### src/rtl/bcd_down_timer.sv
// Two-digit BCD down-counter with load, dual count enables and ripple borrow.
// RELOAD_MODE = 0 stops at 00 and holds done high; RELOAD_MODE = 1 reloads the
// last loaded value on the 01 -> reload step and pulses done for one cycle.
// Optional macro BCD_DOWN_TIMER_ERR_EN adds an err output; when it is defined,
// illegal load digits are clamped to 9.
//
// state | meaning
// IDLE  | after reset, waiting for the first load; enables ignored
// RUN   | counting down when enp and ent are both high
// DONE  | terminal count reached (or 00 loaded); q_out holds, done high
module bcd_down_timer #(
  parameter int RELOAD_MODE = 0
) (
  input  logic       clk,
  input  logic       clrn,
  input  logic       ldn,
  input  logic       enp,
  input  logic       ent,
  input  logic [7:0] data_in,
  output logic [7:0] q_out,
  output logic       rbo,
  output logic       done,
  output logic       busy
`ifdef BCD_DOWN_TIMER_ERR_EN
  ,
  output logic       err
`endif
);

  typedef enum logic [1:0] {
    IDLE = 2'd0,
    RUN  = 2'd1,
    DONE = 2'd2
  } state_t;

  localparam bit RELOAD = (RELOAD_MODE != 0);

  state_t     state_r, state_nxt;
  logic [7:0] q_r, q_nxt;
  logic [7:0] rel_r, rel_nxt;
  logic       done_r, done_nxt;
  logic [7:0] ld_val;
  logic       count_ok;

`ifdef BCD_DOWN_TIMER_ERR_EN
  logic       err_r, err_nxt;
  logic       ld_illegal;
`endif

  // Illegal digits decrement in plain binary until they drop to 9 or below,
  // which is exactly what 4-bit subtraction per digit gives.
  function automatic logic [7:0] bcd_dec(input logic [7:0] v);
    logic [7:0] r;
    if (v[3:0] != 4'd0) r = {v[7:4], v[3:0] - 4'd1};
    else                r = {v[7:4] - 4'd1, 4'd9};
    return r;
  endfunction

  // Value a load would take; with the error option each digit is clamped to 9.
  always_comb begin
`ifdef BCD_DOWN_TIMER_ERR_EN
    ld_val[7:4] = (data_in[7:4] > 4'd9) ? 4'd9 : data_in[7:4];
    ld_val[3:0] = (data_in[3:0] > 4'd9) ? 4'd9 : data_in[3:0];
    ld_illegal  = (data_in[7:4] > 4'd9) || (data_in[3:0] > 4'd9);
`else
    ld_val = data_in;
`endif
  end

  // Next-state logic: load beats count beats hold.
  always_comb begin
    state_nxt = state_r;
    q_nxt     = q_r;
    rel_nxt   = rel_r;
    done_nxt  = done_r;
`ifdef BCD_DOWN_TIMER_ERR_EN
    err_nxt   = err_r;
`endif
    count_ok  = (state_r == RUN) && enp && ent;

    if (!ldn) begin
      q_nxt     = ld_val;
      rel_nxt   = ld_val;
      state_nxt = (ld_val == 8'h00) ? DONE : RUN;
      done_nxt  = (ld_val == 8'h00);
`ifdef BCD_DOWN_TIMER_ERR_EN
      err_nxt   = ld_illegal;
`endif
    end else if (count_ok) begin
      if (q_r == 8'h01) begin
        done_nxt = 1'b1;
        if (RELOAD) begin
          q_nxt = rel_r;
        end else begin
          q_nxt     = 8'h00;
          state_nxt = DONE;
        end
      end else begin
        q_nxt    = bcd_dec(q_r);
        done_nxt = 1'b0;
      end
    end else if (RELOAD && (state_r == RUN)) begin
      // a reload pulse lasts one cycle even when counting is paused
      done_nxt = 1'b0;
    end
  end

  // State and datapath registers, cleared asynchronously.
  always_ff @(posedge clk or negedge clrn) begin
    if (!clrn) begin
      state_r <= IDLE;
      q_r     <= 8'h00;
      rel_r   <= 8'h00;
      done_r  <= 1'b0;
`ifdef BCD_DOWN_TIMER_ERR_EN
      err_r   <= 1'b0;
`endif
    end else begin
      state_r <= state_nxt;
      q_r     <= q_nxt;
      rel_r   <= rel_nxt;
      done_r  <= done_nxt;
`ifdef BCD_DOWN_TIMER_ERR_EN
      err_r   <= err_nxt;
`endif
    end
  end

  assign q_out = q_r;
  assign done  = done_r;
  assign busy  = (state_r == RUN);
  assign rbo   = (q_r == 8'h00) && ent;
`ifdef BCD_DOWN_TIMER_ERR_EN
  assign err   = err_r;
`endif

endmodule

### config.mk
export PLATFORM = sky130hd
export DESIGN_NAME = bcd_down_timer
export DESIGN_NICKNAME = d
export VERILOG_FILES = /design/src/rtl/bcd_down_timer.sv
export SDC_FILE = /design/constraint.sdc
export NUM_CORES = 1
export LEC_CHECK = 0
export ABC_AREA = 0
export BUFFER_PORTS_ARGS = -buffer_cell sky130_fd_sc_hd__buf_2
export CORE_AREA = 2 2 55 57
export CTS_CLUSTER_DIAMETER = 80
export DETAILED_ROUTE_END_ITERATION = 6
export DIE_AREA = 0 0 57 59
export GPL_ROUTABILITY_DRIVEN = 0
export GPL_TIMING_DRIVEN = 0
export HOLD_SLACK_MARGIN = 0.08
export PLACE_DENSITY = 0.57
export SKIP_LAST_GASP = 1
export SLEW_MARGIN = 20
export SYNTH_ARGS = -nofsm -noshare
export SYNTH_HDL_FRONTEND = slang
export SYNTH_SLANG_ARGS = --single-unit
### constraint.sdc
create_clock -name clk -period 3.2 [get_ports clk]
set_input_delay 0.64 -clock clk [delete_from_list [all_inputs] [get_ports clk]]
set_output_delay 0.64 -clock clk [all_outputs]
set_load 0.02 [all_outputs]
==> results.sh, run 1 <==
export IMPL_ys_seq_elements=11
export IMPL_synth_top_area_share_pct=35.0
export IMPL_die_w_um=57
export IMPL_slew_violations=0
export IMPL_power_mw=0.382
export IMPL_setup_viol=0
export IMPL_drive_gt1_share_pct=29.3
export IMPL_drc=0
export IMPL_fin_nets=135
export IMPL_wirelength_um=2080
export IMPL_cts_buffers=3
export IMPL_crit_arrival_ns=1.89
export IMPL_tightest_slew_ns=0.577
export IMPL_netlist_cell_type_count=28
export IMPL_dr_pass1_iters=4
export IMPL_die_y_um=59
export IMPL_clkLatencyLatePin_ns=0.27
export IMPL_peakVddDrop_mv=0.216
export IMPL_outcome="finished, final reports clean"
export IMPL_swShare_pct=35.2
export IMPL_yosys_area_top_type="dfrtp_1"
export IMPL_fin_tns_setup_ns=0
export IMPL_p_per_area_nw_per_um2=396
export IMPL_routed_via_density=5.24
export IMPL_yosys_area_share_xor_xnor_pct=0
export IMPL_postLayoutCoreUtil_pct=35.6
export IMPL_ctsResizeCount=0
export IMPL_avgSynthCellArea_um2=8.83
export IMPL_track_usage_pct=13.7
export IMPL_cts_path_max_buffers=2
export IMPL_slew_headroom_pct=61.5
export IMPL_fillerInstances=293
export IMPL_die_area_um2=3360
export IMPL_post_route_period_util_pct=79.0
export IMPL_maxCapViolations=0
export IMPL_seq_area_frac_synth_pct=35.0
export IMPL_cts_sinks=11
export IMPL_crit_type="flop to output port"
export IMPL_clockPowerShare_pct=25.2
export IMPL_ys_warn_count=0
export IMPL_p_switching_mw=0.135
export IMPL_initial_utilization_pct=29.0
export IMPL_ys_top_cells_by_area="dfrtp_1 35%, ha_1 8.0%, a31oi_1 5.6%"
export IMPL_clk_pin_slew_worst_paths_ns=0.07
export IMPL_antenna_left=0
export IMPL_fin_skew_ns=0.00163
export IMPL_synth_top_family_by_area="simple AND/OR/NAND/NOR gates"
export IMPL_htreeDepth=1
export IMPL_cellLeakagePower_nw=0.425
export IMPL_syn_cell_area_um2=786
export IMPL_mostFrequentLayoutCells="24 x buf_2, 11 x dfrtp_1, 7 x inv_1, 7 x a21oi_1, 7 x a31oi_1"
export IMPL_cts_tree="built"
export IMPL_grt_start_max_net_pins=12
export IMPL_path_max_fanout=7
export IMPL_synthSimpleGateAreaFrac_pct=26.8
export IMPL_end_kind="output port"
export IMPL_via_count=771
export IMPL_drtIter0Drc=32
export IMPL_fin_crit_ns=2.53
export IMPL_power_internal_mw=0.248
export IMPL_comb_power_share_pct=30.2
export IMPL_worstPathRequired_ns=2.56
export IMPL_synth_compound_area_share_pct=22.5
export IMPL_grt_pass1_wl_um=3590
export IMPL_cts_setup_buffers=0
export IMPL_io_pins=24
export IMPL_fmax_mhz=396
export IMPL_final_common_cell="buf_2"
export IMPL_syn_nets=107
export IMPL_rows=19
export IMPL_grt_antenna_before_repair=0
export IMPL_core_um2=2710
export IMPL_worstSetupStartpointType="flop"
export IMPL_clock_root_buffer="clkbuf_4"
export IMPL_grt_setup_unrepaired="false"
export IMPL_hold_violations=0
export IMPL_hold_buffers=0
export IMPL_syn_inst=89
export IMPL_antenna_cells=0
export IMPL_hold_path_class="input port to asynchronous set/reset pin"
export IMPL_synth_fa_ha_area_share_pct=7.96
export IMPL_gr_total_overflow=0
export IMPL_portBuffers=23
export IMPL_area_delta_synth_final_pct=22.9
export IMPL_post_drt_wl_per_cell_um=14.2
export IMPL_pwr_share_seq_pct=44.6
export IMPL_hpwl_um=1630
export IMPL_synthMuxAreaShare_pct=0
export IMPL_grt_pass1_vias=766
-- state kept, by name, indices dropped and copies added, names as in the netlist --
signal,count
state_r,2
q_out,8
done,1
-- through the flow --
step                      cells  area [um^2]  setup WS (ns)  hold slack [ns]
after detailed placement    143          940          0.958            0.526
after global routing        147          966          0.502            0.220
final                       147          966          0.672            0.223
after global placement      143          940          0.992            0.526
after CTS                   147          966          0.664            0.231
after floorplan              89          786          0.813            0.344
-- cell families after synthesis --
family,count (synthesis)
AOI/OAI and AO/OA,26
DFF,11
adders and majority gates,5
buffers and inverters,12
and+or+nand+nor,35
-- critical path, stage by stage, from the launching register on --
cell and delay, ns:
dfrtp_1 0.46, inv_1 0.11, ha_1 0.19, or3b_1 0.37
buf_6 0.15, nor3_1 0.15, buf_2 0.19
-- power groups by stage --
stage | Combinational, mW | Clock (mW) | Sequential (mW)
final | 0.115 | 0.0964 | 0.171
after global routing | 0.128 | 0.110 | 0.173
after CTS | 0.115 | 0.0989 | 0.171
after detailed placement | 0.115 | 0 | 0.174
after global placement | 0.114 | 0 | 0.173
after floorplan | 0.0612 | 0 | 0.185
-- cell type report --
cell class / count / area, um^2 / area share (%)
Tap cell: 31 / 38.8 / 4.02
Buffer: 5 / 35.0 / 3.63
Timing Repair Buffer: 23 / 115 / 11.9
Sequential cell: 11 / 275 / 28.5
Inverter: 7 / 26.3 / 2.72
Multi-Input combinational cell: 66 / 449 / 46.5
Clock buffer: 4 / 26.3 / 2.72
-- path summary, 6_finish.rpt --
kind | slack, ns | to | start | cells after the start
hold / removal | 0.22 | q_out[6]$_DFFE_PN0P_ | clrn | 1
setup reg to reg | 1.37 | q_out[0]$_DFFE_PN0P_ | q_out[0]$_DFFE_PN0P_ | 7
min in group clk | 0.55 | q_out[6]$_DFFE_PN0P_ | q_out[6]$_DFFE_PN0P_ | 1
setup / recovery | 0.67 | rbo | q_out[0]$_DFFE_PN0P_ | 6
hold reg to reg | 0.55 | q_out[6]$_DFFE_PN0P_ | q_out[6]$_DFFE_PN0P_ | 1
max in group asynchronous | 2.78 | done$_DFFE_PN0P_ | clrn | 1
-- layer usage --
| metal | vias up | routed length [um] | global-route usage (%) |
|---|---|---|---|
| met5 | - | 0 | 0 |
| met2 | 29 | 880 | 20.2 |
| met4 | 0 | 38 | 5.98 |
| met1 | 352 | 1040 | 19.8 |
| li1 | 386 | - | - |
| met3 | 4 | 124 | 2.40 |
-- cells in the mapped netlist, drive strengths merged --
master / n
inv: 7
nor2: 4
o21ai: 4
nand3: 5
o221ai: 1
nor2b: 6
nor4: 2
a31o: 1
dfrtp: 11
clkbuf: 2
nor3: 6
a31oi: 7
ha: 5
o21ba: 1
nor3b: 1
nor4b: 2
buf: 3
o41ai: 2
a21oi: 8
nand2: 6
and4b: 1
nand4b: 1
a2111oi: 1
a221oi: 1
or3b: 1
Power figures use the tool's default switching activity.
==> run 2, diff against run 1 <==
- PLACE_DENSITY: 0.57 -> 0.59
- clock period: 3.2 -> 2.28 ns (I/O delays scaled with it)
==> run 2 against run 1 <==
Compared with the run above:
- design area grew 4.0%
- non-clock buffer count grew 3
- clock skew grew 0.0057 ns
- critical path depth is the same
- sequential share of layout area shrank 0.98 points
- clock power grew 44%
- global-route usage shrank 1.4 points
- critical endpoint unchanged
- combinational power grew 51%
==> results.sh, run 2 (synthesized netlist as in run 1, its figures left out) <==
export IMPL_outcome="finished, final reports clean"
export IMPL_grt_pass1_vias=731
export IMPL_mostFrequentLayoutCells="23 x buf_2, 10 x dfrtp_1, 7 x a21oi_1, 7 x a31oi_1, 6 x nand2_1"
export IMPL_cts_buffers=3
export IMPL_hold_violations=0
export IMPL_regArea_um2=277
export IMPL_wirelength_um=2000
export IMPL_track_usage_pct=12.3
export IMPL_post_route_period_util_pct=97.1
export IMPL_end_kind="output port"
export IMPL_die_w_um=57
export IMPL_path_max_fanout=7
export IMPL_via_count=793
export IMPL_p_per_area_nw_per_um2=547
export IMPL_largest_reg_flops=8
export IMPL_crit_family="simple AND/OR/NAND/NOR gates"
export IMPL_rows=19
export IMPL_slew_headroom_pct=59.8
export IMPL_core_um2=2710
export IMPL_startpoint="q_out[0]$_DFFE_PN0P_"
export IMPL_dp_cells=143
export IMPL_tightest_slew_ns=0.602
export IMPL_gr_total_overflow=0
export IMPL_cts_tree="built"
export IMPL_multiInputGateArea_um2=459
export IMPL_worst_path_buf_inv=3
export IMPL_holdPathStages=3
export IMPL_fmax_mhz=452
export IMPL_fin_ws_ns=0.0660
export IMPL_fillerInstances=314
export IMPL_portBuffers=23
export IMPL_rr_endpoint="q_out[7]$_DFFE_PN0P_"
export IMPL_rr_worst_depth=6
export IMPL_drtIter0Drc=47
export IMPL_worstSetupStartpointType="flop"
export IMPL_fin_tns_setup_ns=0
export IMPL_clock_root_buffer="clkbuf_4"
export IMPL_fin_skew_ns=0.00733
export IMPL_peakVddDrop_mv=0.356
export IMPL_cp_slowest_cell="dfrtp_2"
export IMPL_cts_sinks=11
export IMPL_reg2reg_slack_ns=0.56
export IMPL_drc=0
export IMPL_initial_utilization_pct=29.0
export IMPL_clkLatencyLatePin_ns=0.27
export IMPL_finalNonFillerCells=150
export IMPL_die_area_um2=3360
export IMPL_min_from="data_in[3]"
export IMPL_fin_crit_ns=2.21
export IMPL_hold_path_class="input port to flop"
export IMPL_routed_via_density=5.29
export IMPL_crit_arrival_ns=1.76
export IMPL_die_y_um=59
export IMPL_worstPathRequired_ns=1.82
export IMPL_final_common_cell="buf_2"
export IMPL_cp_cell_sequence="inv_2 > ha_2 > or3b_1 > buf_6 > nor3_2 > buf_4"
export IMPL_setup_viol=0
export IMPL_io_pins=24
export IMPL_grt_start_max_net_pins=12
export IMPL_grt_pass1_wl_um=3250
export IMPL_min_to="q_out[3]$_DFFE_PN0P_"
export IMPL_area_delta_synth_final_pct=27.9
export IMPL_max_stage_delay_ns=0.42
export IMPL_post_place_ws_ns=0.242
export IMPL_power_mw=0.549
export IMPL_cellLeakagePower_nw=0.434
export IMPL_slew_violations=0
export IMPL_drive_gt1_share_pct=35.3
export IMPL_grt_antenna_before_repair=0
export IMPL_clk_pin_slew_worst_paths_ns=0.08
export IMPL_htreeDepth=1
export IMPL_hpwl_um=1530
export IMPL_cts_path_max_buffers=2
export IMPL_grt_setup_unrepaired="false"
export IMPL_crit_type="flop to output port"
export IMPL_dr_pass1_iters=4
export IMPL_worstReg2RegStart="q_out[0]$_DFFE_PN0P_"
export IMPL_fin_nets=138
export IMPL_maxCapViolations=0
export IMPL_post_drt_wl_per_cell_um=13.3
export IMPL_antenna_left=0
export IMPL_antenna_cells=0
-- run 2: cell count changes in the layout (fill, tap and decap cells not counted), sizes merged --
| cell | previous run | this run |
|---|---|---|
| dlygate4sd3 | 0 | 1 |
| buf | 26 | 28 |
-- run 2: layout make-up --
type	count	area share (%)
well taps	31	3.86
plain buffers	5	3.49
flip-flops and latches	11	27.5
clock buffers	4	2.62
inverters	7	2.62
repair buffers	26	14.2
multi-input cells	66	45.7
-- run 2: how the worst max path moves through the flow --
| stage | slack, ns | cells past startpoint | to |
|---|---|---|---|
| after floorplan | 0.08 | 5 | rbo |
| after global placement | 0.21 | 6 | rbo |
| after detailed placement | 0.24 | 6 | rbo |
| after CTS | 0.01 | 6 | rbo |
| after global routing | 0.0002 | 6 | rbo |
| final | 0.07 | 6 | rbo |
-- run 2: what timing repair did --
action | in CTS | in global routing
hold endpoints to repair | 11 | 0
resized for setup | 1 | 6
buffers inserted | 2 | 0
hold buffers | 1 | 0
endpoints found under the setup margin | 1 | 1
pin swaps | 0 | 0
-- run 2: report_power, final --
part,switching (mW),internal (mW),total [mW]
sequential,0.0214,0.215,0.236
combinational,0.102,0.0725,0.174
clock,0.0712,0.0677,0.139
total,0.194,0.355,0.549
-- run 2: tightest hold or removal path, cell delays in order --
cell	delay, ns
buf_2	0.11
inv_1	0.04
o21ai_0	0.06
-- run 2: through the flow --
step | util (%) | hold WS (ns) | instance area (um^2)
after global placement | 34.7 | 0.343 | 940
after global routing | 37.1 | 0.452 | 1000
after floorplan | - | 0.160 | 786
after CTS | 36.6 | 0.445 | 992
final | 37.1 | 0.444 | 1000
after detailed placement | 34.7 | 0.345 | 940
-- run 2: routing by layer --
layer / wire, um / vias to the layer above / global-route usage (%) / part of all wire [%]
li1: - / 390 / - / -
met1: 938 / 356 / 16.4 / 47
met2: 880 / 43 / 18.9 / 44
met3: 156 / 4 / 2.18 / 7.8
met4: 21 / 0 / 6.98 / 1.1
met5: 0 / - / 0 / 0
